--- src/rtl/lstm_state_stack.sv ---
// ============================================================================
// lstm_state_stack : LIFO per-timestep record buffer for LSTM BPTT replay
// Revision 1.0
// ============================================================================
`default_nettype none

module lstm_state_stack #(
  parameter int WIDTH          = 32,
  parameter int NUM_LSTM       = 1,
  parameter int NUM_ITERATIONS = 8
) (
  input  logic                                   clk,
  input  logic                                   rst,
  input  logic                                   i_push,
  input  logic [NUM_LSTM*WIDTH-1:0]              i_a,
  input  logic [NUM_LSTM*WIDTH-1:0]              i_i,
  input  logic [NUM_LSTM*WIDTH-1:0]              i_f,
  input  logic [NUM_LSTM*WIDTH-1:0]              i_o,
  input  logic [NUM_LSTM*WIDTH-1:0]              i_c,
  input  logic [NUM_LSTM*WIDTH-1:0]              i_h,
  input  logic                                   i_flush,
  input  logic                                   i_pop,
  output logic                                   o_valid,
  output logic [NUM_LSTM*WIDTH-1:0]              o_a,
  output logic [NUM_LSTM*WIDTH-1:0]              o_i,
  output logic [NUM_LSTM*WIDTH-1:0]              o_f,
  output logic [NUM_LSTM*WIDTH-1:0]              o_o,
  output logic [NUM_LSTM*WIDTH-1:0]              o_c,
  output logic [NUM_LSTM*WIDTH-1:0]              o_h,
  output logic [NUM_LSTM*WIDTH-1:0]              o_c_prev,
  output logic                                   o_last,
  output logic                                   o_full,
  output logic                                   o_empty,
  output logic [$clog2(NUM_ITERATIONS+1)-1:0]    o_count,
  output logic                                   o_err
);

  localparam int VW = NUM_LSTM * WIDTH;
  localparam int CW = $clog2(NUM_ITERATIONS + 1);
  localparam int IW = $clog2(NUM_ITERATIONS);

  typedef struct packed {
    logic [VW-1:0] a;
    logic [VW-1:0] i;
    logic [VW-1:0] f;
    logic [VW-1:0] o;
    logic [VW-1:0] c;
    logic [VW-1:0] h;
  } rec_t;

  typedef enum logic [0:0] {
    FILL  = 1'b0,
    DRAIN = 1'b1
  } state_t;

  state_t        state_q, state_d;
  logic [CW-1:0] count_q, count_d;
  logic          err_q, err_d;
  logic          valid_q, valid_d;
  logic          last_q, last_d;
  rec_t          rec_q, rec_d;
  logic [VW-1:0] c_prev_q, c_prev_d;

  rec_t          mem_q [NUM_ITERATIONS];
  logic          wr_en;
  rec_t          wr_rec;
  logic [IW-1:0] cnt_lo;
  logic [IW-1:0] rd_idx;
  logic [IW-1:0] rd_prev_idx;

  // Modulo-2^IW arithmetic stays correct because count never exceeds NUM_ITERATIONS.
  assign cnt_lo      = count_q[IW-1:0];
  assign rd_idx      = cnt_lo - IW'(1);
  assign rd_prev_idx = cnt_lo - IW'(2);
  assign wr_rec      = '{a: i_a, i: i_i, f: i_f, o: i_o, c: i_c, h: i_h};

  always_comb begin
    state_d  = state_q;
    count_d  = count_q;
    err_d    = err_q;
    valid_d  = 1'b0;
    last_d   = 1'b0;
    rec_d    = rec_q;
    c_prev_d = c_prev_q;
    wr_en    = 1'b0;
    case (state_q)
      FILL: begin
        if (i_pop) err_d = 1'b1;
        if (i_push) begin
          wr_en   = 1'b1;
          count_d = count_q + CW'(1);
        end
        if ((i_push && (count_q == CW'(NUM_ITERATIONS - 1))) ||
            (i_flush && (i_push || (count_q != '0))))
          state_d = DRAIN;
      end
      DRAIN: begin
        if (i_push) err_d = 1'b1;
        if (i_pop) begin
          valid_d  = 1'b1;
          rec_d    = mem_q[rd_idx];
          c_prev_d = (count_q > CW'(1)) ? mem_q[rd_prev_idx].c : '0;
          last_d   = (count_q == CW'(1));
          count_d  = count_q - CW'(1);
          if (count_q == CW'(1)) state_d = FILL;
        end
      end
      default: state_d = FILL;
    endcase
  end

  always_ff @(posedge clk) begin
    if (rst) begin
      state_q  <= FILL;
      count_q  <= '0;
      err_q    <= 1'b0;
      valid_q  <= 1'b0;
      last_q   <= 1'b0;
      rec_q    <= '0;
      c_prev_q <= '0;
    end else begin
      state_q  <= state_d;
      count_q  <= count_d;
      err_q    <= err_d;
      valid_q  <= valid_d;
      last_q   <= last_d;
      rec_q    <= rec_d;
      c_prev_q <= c_prev_d;
    end
  end

  // Record storage deliberately has no reset; only pointers and outputs do.
  always_ff @(posedge clk) begin
    if (wr_en) mem_q[cnt_lo] <= wr_rec;
  end

  assign o_valid  = valid_q;
  assign o_a      = rec_q.a;
  assign o_i      = rec_q.i;
  assign o_f      = rec_q.f;
  assign o_o      = rec_q.o;
  assign o_c      = rec_q.c;
  assign o_h      = rec_q.h;
  assign o_c_prev = c_prev_q;
  assign o_last   = last_q;
  assign o_full   = (state_q == DRAIN);
  assign o_empty  = (count_q == '0);
  assign o_count  = count_q;
  assign o_err    = err_q;

endmodule

`default_nettype wire

--- config.mk ---
export PLATFORM = sky130hd
export DESIGN_NAME = lstm_state_stack
export DESIGN_NICKNAME = d
export VERILOG_FILES = /design/src/rtl/lstm_state_stack.sv
export SDC_FILE = /design/constraint.sdc
export NUM_CORES = 2
export LEC_CHECK = 0
export ABC_CLOCK_PERIOD_IN_PS = 41200
export CAP_MARGIN = 5
export CORE_UTILIZATION = 60
export DETAILED_ROUTE_END_ITERATION = 6
export PLACE_DENSITY = 0.79
export SYNTH_ARGS = -nofsm -noshare
export SYNTH_HDL_FRONTEND = slang
export SYNTH_SLANG_ARGS = --single-unit
--- constraint.sdc ---
create_clock -name clk -period 41.2 [get_ports clk]
set_input_delay 8.24 -clock clk [delete_from_list [all_inputs] [get_ports clk]]
set_output_delay 8.24 -clock clk [all_outputs]
set_load 0.03 [all_outputs]
Word-level counts from Yosys, hierarchy flattened
Memory sizes are Yosys's and may differ from the RTL's. A register that Yosys moved wholly into a read port is not among the register bits.
Cells that the tools add are included.
{ "classes": {"n_reduce_logical": 11, "bitwise_logic": 2, "addsub": 4, "order_cmp": 1, "n_mul": 0, "muxes": 16, "n_shift": 0, "n_div": 0, "n_eq_ne": 6} }
{ "ops": {"columns": ["operator", "n"], "rows": [
  ["32-bit two-way mux", 1],
  ["1-bit two-way mux", 10],
  ["4-bit two-way mux", 2],
  ["2-bit != test, second input constant", 4],
  ["4-bit one-hot mux with 2 select lines", 1],
  ["2-bit AND reduction", 3],
  ["4-bit by 1-bit adder with 4-bit output, second input constant", 1],
  ["4-bit by 1-bit == test with 1-bit output, second input constant", 1],
  ["4-bit by 3-bit == test with 1-bit output, second input constant", 1],
  ["4-bit by 1-bit > comparator with 1-bit output, second input constant", 1],
  ["4-bit logical NOT", 1],
  ["1-bit one-hot mux with 2 select lines", 2],
  ["4-bit nonzero test", 1],
  ["4-bit by 1-bit subtractor with 4-bit output, second input constant", 1],
  ["3-bit OR reduction", 1],
  ["3-bit by 1-bit subtractor with 3-bit output, second input constant", 1],
  ["3-bit by 2-bit subtractor with 3-bit output, second input constant", 1],
  ["1-bit logical AND", 2],
  ["1-bit logical OR", 2],
  ["1-bit NOT", 2],
  ["2-bit OR reduction", 1]
]} }
{ "word_totals": {"latch_bits": 0, "memories": 1, "mem_bits_rw": 1536, "word_cells": 47, "romBits": 0, "ff_bits": 40, "inputBits": 197, "out_inout_bits": 233} }
{ "memory_table": {"columns": ["name", "words", "word_bits", "rd", "rd_clocked_by_memory_dff", "write_ports", "line", "rtl"], "rows": [
  ["mem_q", 8, 192, 2, 1, 1, "64", "rec_t mem_q [NUM_ITERATIONS];"]
]} }

Logic depth before layout (Yosys ltp)
{ "logic_depth": {"ltp_word": 6, "mapped_depth": 11, "ltp_nobuf": 6} }

Worst setup path after synthesis
Ideal clock, no wire load.
{ "synth_timing": {"kind": "input port to flip-flop", "startpoint": "input i_push", "endpoint": "memory mem_q[6][0] (netlist name), enable pin", "t_arrival_ns": 21.231, "cell_stages": 2, "setup_time_ns": 0.979, "slack_ns": 18.990, "path_buffers": 0, "required_time_ns": 40.221, "cell_sequence": "nand2_1 -> nor3_1"} }
{ "synth_via": {"elab_chain_cells": 4} }
{ "synth_lines": {"columns": ["element", "line", "rtl"], "rows": [
  ["start, declared", "14", "input logic i_push,"],
  ["1-bit two-way mux", "89", "if (i_push) begin"],
  ["1-bit two-way mux", "86", "case (state_q)"],
  ["1-bit two-way mux", "134", "if (wr_en) mem_q[cnt_lo] <= wr_rec;"],
  ["1-bit two-way mux (not written as such)", "134", null],
  ["end, declared", "64", null]
]} }
Every way passes these cells.

Worst setup path after layout
{ "layout_timing": {"startpoint": "input i_push", "endpoint": "memory mem_q[0][34] (netlist name), enable pin"} }
Same word-level chain as after synthesis.

==> impl_metrics.json <==
{
  "status": "complete, no violations",
  "setup-tns-final_ps": 0,
  "p_comb_share_pct": 27.8,
  "grt_overflow": 0,
  "first_iter_violations": 3585,
  "tightest_slew_ps": 1420,
  "p_clk_share_pct": 29.5,
  "gp_congestion": 0.761,
  "seq_area_um2": 50800,
  "synth_cells": 3768,
  "worst_setup_hold_path_clk_slew_ps": 60,
  "ys_warn_count": 0,
  "dieArea_um2": 113000,
  "grt_max_degree": 160,
  "drc_errors": 0,
  "cp-end-kind": "register",
  "critPathKind": "in -> reg",
  "clk_path_buf_depth": 3,
  "synth_seq_cells": 1768,
  "crit_path_start_kind": "primary input",
  "io_pins": 430,
  "use_met3_pct": 5.91,
  "cts_buffers": 170,
  "routed_via_density": 6.28,
  "setup_ws_ps": 29580,
  "ctsHoldBuffers": 0,
  "worstHoldStart": "o_c_prev[27]",
  "cp_data_arrival_time_ps": 12000,
  "grtUsageTotal_pct": 27.6,
  "place_worst_setup_slack_ps": 28800,
  "fp.dieH_um": 336,
  "grt_busiest_layer": "met2",
  "p_int_mw": 3.52,
  "coreArea_um2": 111000,
  "drt_pre_antenna_iters": 6,
  "fmax_mhz": 86.0,
  "cts_resized": 0,
  "multi_input_area_um2": 15200,
  "grtUsageMet1_pct": 36.9,
  "io_buffers": 429,
  "netSwitchingFraction_pct": 30.7,
  "seq_area_frac_synth_pct": 75.6,
  "wl_per_cell_um": 26.9,
  "cts_tree": "yes",
  "area_growth_pct": 16.5,
  "min_to": "o_c_prev[27]",
  "p_leak_nw": 25.9,
  "drt-total-wl_um": 157000,
  "worstRegToRegCells": 5,
  "drv_slew": 0,
  "final.period_utilization_pct": 28.2,
  "vias": 36600,
  "hold_path_class": "reg -> reg",
  "use_met2_pct": 44.5,
  "grt_pass1_wl_um": 231000,
  "ctsRootBufferMaster": "clkbuf_16",
  "power.density_nw_per_um2": 64.9,
  "synth_nets": 3972,
  "hold_violations": 0,
  "antenna_found_initial": 29,
  "syn_area_um2": 67100,
  "nNetsFinal": 4384,
  "switching_power_mw": 1.56,
  "critPathRequiredTime_ps": 41580,
  "clk_latency_ps": 770,
  "r2r_slack_ps": 36380,
  "dp_cells": 5496,
  "cts.sinks": 1768,
  "dp_hpwl_um": 80700,
  "syn-mean-instance-area_um2": 17.8,
  "seqPwrFrac_pct": 42.7,
  "layout-drive-gt1-share_pct": 8.74,
  "ys_types": 35,
  "r2r_start": "o_count[0]",
  "finalCriticalPeriod_ps": 11620,
  "instances_no_fill": 5833,
  "fillerInstances": 6776,
  "grt_pass1_vias": 37300,
  "htreeDepth": 4,
  "finalClockSkew_ps": 25.1,
  "r2r_end": "mem_q[1][111]",
  "setup_viol": 0,
  "rows": 122,
  "irDropWorstVdd_mv": 0.0934,
  "cts_setup_buffers": 0,
  "start_util_pct": 60.6,
  "crit_fanout": 60,
  "cap_violations": 0,
  "holdPathStages": 2,
  "grt_setup_unrepaired": "no",
  "die_x_um": 336,
  "maxSlewHeadroom_pct": 5.62,
  "ant_nets": 0
}
==> worst max-delay path, cell delays in order <==
cell,delay (ps)
clkdlybuf4s50_1,680
nor2b_1,370
and3_4,990
buf_4,760
buf_4,800
==> cell usage after synthesis, drive strengths merged <==
master,n,area [um^2]
or2,1,6.26
xor2,1,8.76
xnor2,4,35.0
or3b,1,8.76
and3,2,12.5
a32o,191,1910
and2,1,6.26
dfxtp,232,4640
clkbuf,40,150
a22o,1,8.76
inv,5,18.8
nor2b,2,12.5
o21a,1,7.51
a211oi,2,15.0
nor3,3,15.0
nand3,1,5.00
a221oi,1,8.76
mux2i,800,8010
buf,201,1050
o32ai,1,8.76
nand2b,1,6.26
a21oi,196,985
ha,7,87.6
mux4,64,1440
o21ai,36,180
nand2,230,863
a22oi,192,1440
nor2,15,61.3
edfxtp,1536,46100
==> per-stage QoR <==
stage	hold slack [ps]	util [%]	cell area (um^2)	total power, mW
6_report	449	70.6	78200	5.07
5_1_grt	478	70.6	78200	5.25
4_1_cts	456	70.5	78200	5.09
3_5_place_dp	442	65.6	72700	3.60
3_3_place_gp	433	65.6	72700	3.57
2_1_floorplan	570	-	67100	3.21
==> worst max-delay path by stage <==
stage	from	end	slack, ps	cells after the start
3_5_place_dp	i_push	mem_q[0][33]	28800	5
3_3_place_gp	i_push	mem_q[0][74]	28900	5
4_1_cts	i_push	mem_q[0][79]	29630	5
2_1_floorplan	i_push	mem_q[6][0]	18990	2
5_1_grt	i_push	mem_q[0][77]	29520	5
6_report	i_push	mem_q[0][34]	29580	5
==> cells by family (layout without fill, tap and decap cells) <==
| group | after synthesis | after routing | synth area share [%] |
|---|---|---|---|
| xor gates and xnor gates | 5 | 5 | 0.0652 |
| buffers and inverters | 246 | 804 | 1.81 |
| AOI/OAI and AO/OA | 621 | 621 | 6.80 |
| DFF | 1768 | 1768 | 75.6 |
| muxes | 864 | 864 | 14.1 |
| adders and majority gates | 7 | 7 | 0.130 |
| other | 0 | 19 | 0 |
| and+or+nand+nor | 257 | 257 | 1.49 |
==> state kept, by name, indices dropped and copies added (netlist names) <==
| name | count |
|---|---|
| mem_q | 1536 |
| o_a | 32 |
| o_c | 32 |
| o_c_prev | 32 |
| o_count | 4 |
| o_err | 1 |
| o_f | 32 |
| o_full | 1 |
| o_h | 32 |
| o_i | 32 |
| o_last | 1 |
| o_o | 32 |
| o_valid | 1 |
==> cells in the final DEF (no fill, tap or decap), types with 2 or more instances in the layout <==
cell type and count:
a211oi_1 2, a21oi_1 195, a22oi_1 192, a32o_1 191, and3_4 2, buf_12 11, buf_4 41, bufinv_16 4
clkbuf_1 53, clkbuf_16 178, clkbuf_8 24, clkdlybuf4s50_1 429, clkinv_1 23, clkinv_2 26, clkinv_8 3, clkinvlp_4 4
dfxtp_1 230, dfxtp_4 2, diode_2 19, edfxtp_1 1536, ha_1 5, inv_1 4, mux2i_1 800, mux4_2 64
nand2_1 230, nor2_1 8, nor2_4 7, nor2b_1 2, nor3_2 3, o21ai_0 36, xnor2_1 4
==> power by group through the flow <==
stage / sequential, mW / combinational (mW) / clock (mW)
after floorplan: 2.28 / 0.934 / 0
after detailed placement: 2.20 / 1.40 / 0
after CTS: 2.16 / 1.41 / 1.52
final: 2.16 / 1.41 / 1.50
after global placement: 2.19 / 1.38 / 0
after global routing: 2.17 / 1.49 / 1.59
==> final cells by class <==
type	count	share of cell area, %
Sequential cell	1768	64.9
Multi-Input combinational cell	1754	19.5
Clock buffer	255	6.37
Timing Repair Buffer	481	6.17
Tap cell	1488	2.38
Clock inverter	63	0.579
Antenna cell	19	0.0608
Inverter	5	0.0240
==> per-layer routing <==
metal  share of wire [%]  up-vias
met5               0.093        -
met4                 3.4       22
met1                  39    18600
met2                  48     1731
li1                    -    16000
met3                 8.8      306
(Power assumes the default switching activity.)
